`config.mk`:
```
export PLATFORM = sky130hd
export DESIGN_NAME = uart_rx_fifo
export DESIGN_NICKNAME = d
export VERILOG_FILES = /design/src/rtl/uart_pkg.sv /design/src/rtl/uart_fifo_mem.sv /design/src/rtl/uart_rx_fifo.sv
export SDC_FILE = /design/constraint.sdc
export NUM_CORES = 1
export LEC_CHECK = 0
export BUFFER_PORTS_ARGS = -buffer_cell sky130_fd_sc_hd__buf_4
export CAP_MARGIN = 20
export CELL_PAD_IN_SITES_DETAIL_PLACEMENT = 1
export CELL_PAD_IN_SITES_GLOBAL_PLACEMENT = 1
export CORE_ASPECT_RATIO = 0.75
export CORE_MARGIN = 2
export CORE_UTILIZATION = 46
export DETAILED_ROUTE_END_ITERATION = 8
export GPL_TIMING_DRIVEN = 1
export PLACE_DENSITY = 0.76
export REMOVE_ABC_BUFFERS = 1
export SLEW_MARGIN = 0
export SYNTH_ARGS = -nofsm -noshare
export SYNTH_HDL_FRONTEND = slang
export SYNTH_SLANG_ARGS = --single-unit
```
`constraint.sdc`:
```
create_clock -name clk_i -period 3.05 [get_ports clk_i]
set_input_delay 0.305 -clock clk_i [delete_from_list [all_inputs] [get_ports clk_i]]
set_output_delay 0.305 -clock clk_i [all_outputs]
set_load 0.01 [all_outputs]
```
`src/rtl/uart_pkg.sv`:
```
// Shared constants and timeout FSM encoding for the UART receive buffer.
package uart_pkg;

    localparam int DATA_UART     = 8;
    localparam int BITS_PER_CHAR = 10;

    typedef enum logic [1:0] {
        T_IDLE  = 2'd0,
        T_COUNT = 2'd1,
        T_FIRED = 2'd2
    } tmo_state_t;

endpackage

```
`src/rtl/uart_fifo_mem.sv`:
```
// Circular register array holding its own read/write pointers.
// The read port is combinational off the registered read pointer.
module uart_fifo_mem #(
    parameter int WIDTH  = 8,
    parameter int ADDR_W = 4
) (
    input  logic              clk_i,
    input  logic              rstn_i,
    input  logic              clear,
    input  logic              wr_en,
    input  logic [WIDTH-1:0]  wr_data,
    input  logic              rd_en,
    output logic [WIDTH-1:0]  rd_data
);

    logic [WIDTH-1:0]  mem [2**ADDR_W];
    logic [ADDR_W-1:0] wr_ptr;
    logic [ADDR_W-1:0] rd_ptr;

    // Pointers wrap naturally at 2**ADDR_W.
    always_ff @(posedge clk_i or negedge rstn_i) begin
        if (!rstn_i) begin
            wr_ptr <= '0;
            rd_ptr <= '0;
        end else if (clear) begin
            wr_ptr <= '0;
            rd_ptr <= '0;
        end else begin
            if (wr_en) wr_ptr <= wr_ptr + 1'b1;
            if (rd_en) rd_ptr <= rd_ptr + 1'b1;
        end
    end

    always_ff @(posedge clk_i) begin
        if (wr_en && !clear) mem[wr_ptr] <= wr_data;
    end

    assign rd_data = mem[rd_ptr];

endmodule

```
`src/rtl/uart_rx_fifo.sv`:
```
// UART receive FIFO with occupancy, overrun, threshold and character-timeout flags.
//
//   state   | meaning
//   T_IDLE  | FIFO empty, timeout counters held at zero
//   T_COUNT | data waiting, counting idle bit times
//   T_FIRED | idle limit reached, timeout_irq_o held until next pop/write
module uart_rx_fifo
    import uart_pkg::*;
#(
    parameter int DATA_UART     = 8,
    parameter int DEPTH_LOG2    = 4,
    parameter int DIV_SIZE      = 16,
    parameter int TIMEOUT_CHARS = 4
) (
    input  logic                  clk_i,
    input  logic                  rstn_i,
    input  logic                  en_i,
    input  logic                  clear_i,
    input  logic [DIV_SIZE-1:0]   baud_div_i,
    input  logic [DATA_UART-1:0]  rx_data_i,
    input  logic                  rx_valid_i,
    input  logic                  rd_en_i,
    output logic [DATA_UART-1:0]  rd_data_o,
    output logic                  empty_o,
    output logic                  full_o,
    output logic [DEPTH_LOG2:0]   level_o,
    input  logic [DEPTH_LOG2:0]   threshold_i,
    output logic                  thresh_irq_o,
    output logic                  overrun_o,
    input  logic                  overrun_clr_i,
    output logic                  timeout_irq_o
);

    localparam int LW        = DEPTH_LOG2 + 1;
    localparam int DEPTH     = 1 << DEPTH_LOG2;
    localparam int BIT_LIMIT = TIMEOUT_CHARS * BITS_PER_CHAR;
    localparam int BW        = $clog2(BIT_LIMIT + 1);
    localparam logic [LW-1:0] DEPTH_LVL = LW'(DEPTH);

    logic [LW-1:0]       level;
    logic [LW-1:0]       next_level;
    logic                wr_req;
    logic                wr_acc;
    logic                pop;
    logic                restart;
    logic [DIV_SIZE-1:0] div_eff;
    logic [DIV_SIZE-1:0] tick_cnt;
    logic [BW-1:0]       bit_cnt;
    logic                bit_tick;
    logic                char_timeout;
    tmo_state_t          tmo_state;

    assign level_o = level;
    assign empty_o = (level == '0);
    assign full_o  = (level == DEPTH_LVL);

    // A pop in the same cycle frees a slot, so a write to a full FIFO still lands.
    assign wr_req  = rx_valid_i & en_i;
    assign pop     = rd_en_i & ~empty_o;
    assign wr_acc  = wr_req & (~full_o | pop);
    assign restart = wr_acc | pop;

    always_comb begin
        next_level = level;
        if (wr_acc && !pop)
            next_level = level + 1'b1;
        else if (pop && !wr_acc)
            next_level = level - 1'b1;
    end

    uart_fifo_mem #(
        .WIDTH  (DATA_UART),
        .ADDR_W (DEPTH_LOG2)
    ) u_mem (
        .clk_i   (clk_i),
        .rstn_i  (rstn_i),
        .clear   (clear_i),
        .wr_en   (wr_acc),
        .wr_data (rx_data_i),
        .rd_en   (pop),
        .rd_data (rd_data_o)
    );

    always_ff @(posedge clk_i or negedge rstn_i) begin
        if (!rstn_i) begin
            level        <= '0;
            thresh_irq_o <= 1'b0;
            overrun_o    <= 1'b0;
        end else if (clear_i) begin
            level        <= '0;
            thresh_irq_o <= 1'b0;
            overrun_o    <= 1'b0;
        end else begin
            level        <= next_level;
            thresh_irq_o <= (threshold_i != '0) && (next_level >= threshold_i);
            if (wr_req && full_o && !pop)
                overrun_o <= 1'b1;
            else if (overrun_clr_i)
                overrun_o <= 1'b0;
        end
    end

    // A zero divisor behaves as one tick per clock.
    assign div_eff      = (baud_div_i == '0) ? DIV_SIZE'(1) : baud_div_i;
    assign bit_tick     = (tick_cnt == div_eff - DIV_SIZE'(1));
    assign char_timeout = bit_tick && (bit_cnt == BW'(BIT_LIMIT - 1));

    always_ff @(posedge clk_i or negedge rstn_i) begin
        if (!rstn_i) begin
            tick_cnt <= '0;
            bit_cnt  <= '0;
        end else if (clear_i || restart || next_level == '0) begin
            tick_cnt <= '0;
            bit_cnt  <= '0;
        end else if (tmo_state != T_FIRED) begin
            if (bit_tick) begin
                tick_cnt <= '0;
                bit_cnt  <= bit_cnt + 1'b1;
            end else begin
                tick_cnt <= tick_cnt + 1'b1;
            end
        end
    end

    always_ff @(posedge clk_i or negedge rstn_i) begin
        if (!rstn_i) begin
            tmo_state     <= T_IDLE;
            timeout_irq_o <= 1'b0;
        end else if (clear_i) begin
            tmo_state     <= T_IDLE;
            timeout_irq_o <= 1'b0;
        end else begin
            case (tmo_state)
                T_IDLE: begin
                    timeout_irq_o <= 1'b0;
                    if (next_level != '0) tmo_state <= T_COUNT;
                end
                T_COUNT: begin
                    if (next_level == '0) begin
                        tmo_state <= T_IDLE;
                    end else if (!restart && char_timeout) begin
                        tmo_state     <= T_FIRED;
                        timeout_irq_o <= 1'b1;
                    end
                end
                T_FIRED: begin
                    if (restart) begin
                        timeout_irq_o <= 1'b0;
                        tmo_state     <= (next_level == '0) ? T_IDLE : T_COUNT;
                    end
                end
                default: begin
                    tmo_state     <= T_IDLE;
                    timeout_irq_o <= 1'b0;
                end
            endcase
        end
    end

endmodule

```
==> results of run 1 <==
flip-flops by register name, summed over array words and instances, names as in the netlist, 2 cells and up:
register / cells
u_mem.mem: 128
tick_cnt: 16
bit_cnt: 6
level_o: 5
u_mem.rd_ptr: 4
u_mem.wr_ptr: 4
tmo_state: 2
power breakdown:
group / switching [uW] / total, uW / leakage (uW) / internal [uW]
sequential: 40.3 / 2560 / 0.00170 / 2520
combinational: 1100 / 2120 / 0.00165 / 1020
clock: 991 / 2080 / 0.000284 / 1090
how the worst min path moves through the flow:
stage                                         end  slack [ns]  cells after the start
after floorplan            bit_cnt[0]$_DFFE_PN0P_       0.009                      0
after global placement    tick_cnt[3]$_DFFE_PN0P_        0.32                      1
after detailed placement  tick_cnt[3]$_DFFE_PN0P_        0.33                      1
after CTS                  thresh_irq_o$_DFF_PN0_        0.15                      3
after global routing       thresh_irq_o$_DFF_PN0_        0.18                      3
final                      thresh_irq_o$_DFF_PN0_        0.17                      3
cell families (layout without fill, tap and decap cells):
group / after synthesis / in the layout
buf+inv: 56 / 184
simple gates: 202 / 202
mux: 48 / 48
flops: 168 / 168
fa+ha+maj: 15 / 15
compound gates: 90 / 90
xor+xnor: 22 / 22
layer usage:
metal	share of wire, %	vias to the layer above	global-route usage (%)
met1	44	2985	33.7
met5	0	-	0
met2	49	168	38.2
met4	1.5	0	7.67
met3	5.0	22	5.20
li1	-	2549	-
what timing repair did:
action | 4_1_cts | 5_1_grt
pin swaps | 1 | 7
hold buffers | 1 | 0
hold endpoints to repair | 40 | 0
setup endpoints to repair | 19 | 26
setup buffers | 3 | 7
resized for setup | 13 | 17
critical path: stages:
cell and delay [ns]:
buf_4 0.11, or4_4 0.54, nor2_2 0.12, nor2_1 0.05, ha_1 0.21, nor3b_4 0.17
buf_4 0.14, nand2_1 0.09, xnor2_1 0.07, nor3_1 0.18, nand4_1 0.15, or4_4 0.54
buf_12 0.17, buf_4 0.16, a22oi_2 0.21, o31ai_2 0.10
through the flow:
step | util, % | instance area (um2) | setup WS [ns]
global placement | 52.5 | 9190 | -0.211
global route | 57.1 | 9990 | -0.0620
detailed placement | 52.5 | 9190 | -0.376
floorplan | - | 7990 | -0.776
CTS | 56.3 | 9850 | 0.00313
finish | 57.1 | 9990 | 0.0277
cell usage in the layout (no fill, tap or decap), drive strengths merged, types with 6 or more instances in the layout:
cell type | synthesis | routed
a21oi | 18 | 18
ha | 15 | 15
mux2i | 7 | 7
nand3 | 20 | 20
buf | 11 | 126
dfrtp | 40 | 40
nand2b | 13 | 13
nor4 | 9 | 9
nand4 | 10 | 10
a31oi | 10 | 10
edfxtp | 128 | 128
xor2 | 11 | 11
clkinv | 0 | 6
nor2b | 10 | 10
o21ai | 18 | 18
xnor2 | 11 | 11
nor2 | 48 | 48
nand2 | 47 | 47
inv | 25 | 34
clkbuf | 20 | 17
nor3 | 17 | 17
mux4 | 40 | 40
cell usage after synthesis (4+ instances only):
cell type,instances
nor3_2,4
a22o_1,4
nand3_1,20
nor4_1,7
nand2b_1,13
a211oi_1,4
o31ai_1,5
and3_1,5
mux2i_1,7
a21oi_1,18
nor2_1,48
mux4_2,40
buf_1,6
edfxtp_1,128
o211ai_1,4
xor2_1,11
ha_1,15
o21ai_0,16
nand2_1,47
dfrtp_1,40
inv_1,25
xnor2_1,11
a31oi_1,10
clkbuf_1,20
nor2b_1,10
nor3_1,12
nand4_1,10
area by class of cell:
type / instances / share of cell area [%]
tap: 242 / 3.03
sequential: 168 / 48.5
multi-input combinational: 377 / 31.9
inverter: 25 / 0.939
clock buffer: 17 / 4.26
timing repair buffer: 127 / 9.86
clock inverter: 15 / 1.52
==> metrics.txt, run 1 <==
adder-cell area share of the yosys netlist=2.31%; CP required=3.35 ns; residual DRC count=0; Power, Total=6760 uW; critical path peak fanout=8; sequential-to-total area share from yosys stat=59.5%; cell taking the most area after synthesis=edfxtp_1; area grow syn2layout=22.8%; Final min period=3.02 ns; Crit Path Class=input port to flip-flop; VDD IR max=0.460 mV; core area=0.0175 mm2; FF-to-FF setup slack=0.10 ns; layout cells sized above 1=31.8%; slew at the pin closest to its max-slew limit=0.718 ns; GRT overflow=0; post-synthesis compound-gate area fraction=7.38%; vias in the first global route=6,114; hpwl dp=15,000 um; area share of the largest cell type after synthesis=47.2%; HP Start=threshold_i[3]; Post-Synth Simple-Gate Area=13.4%; first-pass GRT wire length=34,100 um; post-layout net count=767; ys async rst share=23.8%; Arrival @ worst endpoint=3.33 ns; FF-to-FF path depth=14; total number of vias=5,724; fin crit share=99.1%; CTS buffer count=17; hold_ws=0.168 ns; Final setup viols=0; Max Fclk=331 MHz; GP Congestion=0.849; filler cell count=1,753; DRT Wirelength=22,000 um; clk_skew=0.00965 ns; CP startpoint=baud_div_i[0]; power per standard cell area=677 mW/mm2; WL/cell=22.7 um; final setup TNS=0 ns; die area=0.0188 mm2; routed vias/inst=5.89; CP Capture Type=flip-flop; root buf cell=clkbuf_16; max-cap violation count=0; Post-synth EDFFs=128; Clock Latency Late Sink=0.43 ns; die width=158 um; Initial Utilization=46.5%; initial antenna violation count=0; #FFs+latches synth=168; GRT Total Usage=24.2%; max-slew violations=0; type of the worst min-delay path=input port to flip-flop; non-filler cells, final=971; # rows=42; worst reg2reg startpoint=level_o[1]$_DFF_PN0_; multi-input logic area=0.00319 mm2; Worst-path clk slew=0.07 ns; H-tree levels=4; final hold violation count=0; largest family of logic cells by synthesized area=simple AND/OR/NAND/NOR gates; post-synthesis xor/xnor area fraction=2.37%; CTS sink cnt=168; status=completed; die height=119 um; Mapped Area=0.00814 mm2; Placed Instances=928; io pins=54; CTS Buffer Depth=2; Routed Antenna Nets=0; worst setup path end=tick_cnt[12]$_DFFE_PN0P_; Yosys cell types=65; input/output buffers=53; pin count of the biggest net entering global routing=41; Max transition margin=52.1%; leakage power=0.00364 uW; mux cell area share after synthesis=12.1%; Avg Synthesized Cell Area=13.5 um2; drt pass-1 iters=5; Area contributors post-synth=edfxtp_1, dfrtp_1, mux4_2, ha_1, nor2_1; TritonCTS clock tree=done; initial DRC count=421; n_diodes=0; Yosys warning total=0; Register Area=0.00485 mm2; startpoint types=input port; reg-to-reg endpoint=tick_cnt[12]$_DFFE_PN0P_; Top FF cell, synth=edfxtp_1; cell count after synthesis=601
(Power assumes the default switching activity.)
==> run 2: changes to the inputs <==
--- a/config.mk
+++ b/config.mk
@@ -14,6 +14,7 @@
 export CORE_UTILIZATION = 46
 export DETAILED_ROUTE_END_ITERATION = 8
 export GPL_TIMING_DRIVEN = 1
+export MAX_ROUTING_LAYER = met4
 export PLACE_DENSITY = 0.76
 export REMOVE_ABC_BUFFERS = 1
 export SLEW_MARGIN = 0
==> run 2 against run 1 <==
Design area up 0.40%. Hold slack worse by 0.013 ns. Wire length up 1.2%. Maximum frequency up 0.51%. Critical path depth unchanged. Die area unchanged. Count of clock-buffer cells in the layout up 1. Sequential power about the same. Setup slack better by 0.015 ns. Flip-flop and latch count unchanged. Combinational power up 2%. Critical path type unchanged. Largest power group unchanged.
==> metrics.txt, run 2 (synthesis gave the netlist of run 1 again) <==
drt pass-1 iters=5; Routed Antenna Nets=0; FF-to-FF setup slack=0.08 ns; Initial Utilization=46.5%; CP startpoint=baud_div_i[13]; hpwl dp=15,200 um; DRT Wirelength=22,300 um; Min-Delay Endpoint=thresh_irq_o$_DFF_PN0_; Crit Path Class=input port to flip-flop; CP Capture Type=flip-flop; status=completed; total number of vias=5,767; critical path peak fanout=7; GP Congestion=0.855; first-pass GRT wire length=34,500 um; initial DRC count=438; Max transition margin=46.7%; slew at the pin closest to its max-slew limit=0.797 ns; Arrival @ worst endpoint=3.33 ns; clk_skew=0.0107 ns; die height=119 um; CTS buffer count=17; initial antenna violation count=0; GRT Total Usage=25.4%; input/output buffers=53; reg-to-reg endpoint=bit_cnt[1]$_DFFE_PN0P_; CTS sink cnt=168; routed vias/inst=5.90; H-tree levels=4; WL/cell=22.8 um; FF-to-FF path depth=13; leakage power=0.00365 uW; pin count of the biggest net entering global routing=41; Max Fclk=333 MHz; max-slew violations=0; # rows=42; CP required=3.37 ns; Post-Place Worst Slack=-0.466 ns; type of the worst min-delay path=input port to flip-flop; HP Start=threshold_i[3]; power per standard cell area=670 mW/mm2; die width=158 um; TritonCTS clock tree=done; biggest regs=u_mem.mem (128), tick_cnt (16), bit_cnt (6); Final setup viols=0; max reg flops=128; CTS Buffer Depth=2; n_diodes=0; post-layout net count=774; worst reg2reg startpoint=level_o[1]$_DFF_PN0_; Worst-path clk slew=0.07 ns; most frequent cells in the layout=buf_4, edfxtp_1, nor2_1, nand2_1, mux4_2; GRT overflow=0; Final min period=3.01 ns; Most flops, register=u_mem.mem; core area=0.0175 mm2; max-cap violation count=0; setup ws final=0.0430 ns; Worst Hold Depth=3; residual DRC count=0; startpoint types=input port; die area=0.0188 mm2; final hold violation count=0; Clock Latency Late Sink=0.43 ns; root buf cell=clkbuf_16; vias in the first global route=6,136; VDD IR max=0.546 mV; area grow syn2layout=23.3%; fin crit share=98.6%; layout cells sized above 1=33.0%; RSZ-0062 raised after global routing=yes; io pins=54; final setup TNS=0 ns
run 2: layout make-up:
class	count	area [um2]
clock buffers	18	429
clock inverters	14	113
fillers	1724	7470
inverters	25	93.8
multi-input cells	377	3220
flip-flops and latches	168	4850
well taps	242	303
repair buffers	134	1030
run 2: worst max-delay path: stages:
cell and delay, ns:
buf_4 0.09, nor3_1 0.04, buf_4 0.13, nand4_1 0.15, nor2_2 0.06, nor2_1 0.11
ha_2 0.19, nor3b_4 0.22, nand3_1 0.14, o22a_1 0.23, nor4_2 0.26, nand4_1 0.17
or4_4 0.64, buf_6 0.18, a31o_1 0.20, a22o_1 0.22
run 2: metrics by stage:
step | area (um2) | power, uW | instances | util, % | hold WS [ns]
after detailed placement | 9200 | 4400 | 930 | 52.6 | 0.335
after global routing | 10000 | 7020 | 978 | 57.3 | 0.148
final | 10000 | 6720 | 978 | 57.3 | 0.155
after global placement | 9200 | 4300 | 930 | 52.6 | 0.320
after floorplan | 7990 | 3660 | 570 | - | 0.00941
after CTS | 9830 | 6540 | 965 | 56.2 | 0.138
run 2: what timing repair did:
item / in CTS / in global routing
resized for setup: 14 / 25
gates cloned: 0 / 1
hold buffers: 1 / 0
setup endpoints to repair: 22 / 26
pin swaps: 1 / 13
hold endpoints to repair: 40 / 0
setup buffers: 2 / 12
run 2: layer usage:
layer	routed length [um]	vias to the layer above	part of all wire, %	GRT usage (%)
met5	0	-	0	-
met4	405	0	1.8	7.10
met3	1120	35	5.0	5.75
met2	11000	189	50	39.0
met1	9740	2986	44	34.4
li1	-	2557	-	-
run 2: power by group:
| group | switching, uW | total (uW) | internal, uW |
|---|---|---|---|
| Sequential | 50.4 | 2570 | 2520 |
| Combinational | 1140 | 2160 | 1020 |
| Clock | 929 | 1990 | 1060 |
run 2: worst max path at each step:
stage	end	slack (ns)	cells after the start
after floorplan	tick_cnt[10]$_DFFE_PN0P_	-0.78	11
after global placement	tick_cnt[4]$_DFFE_PN0P_	-0.19	18
after detailed placement	tick_cnt[12]$_DFFE_PN0P_	-0.47	17
after CTS	tick_cnt[12]$_DFFE_PN0P_	0.004	13
after global routing	bit_cnt[1]$_DFFE_PN0P_	-0.05	13
final	tick_cnt[14]$_DFFE_PN0P_	0.04	16
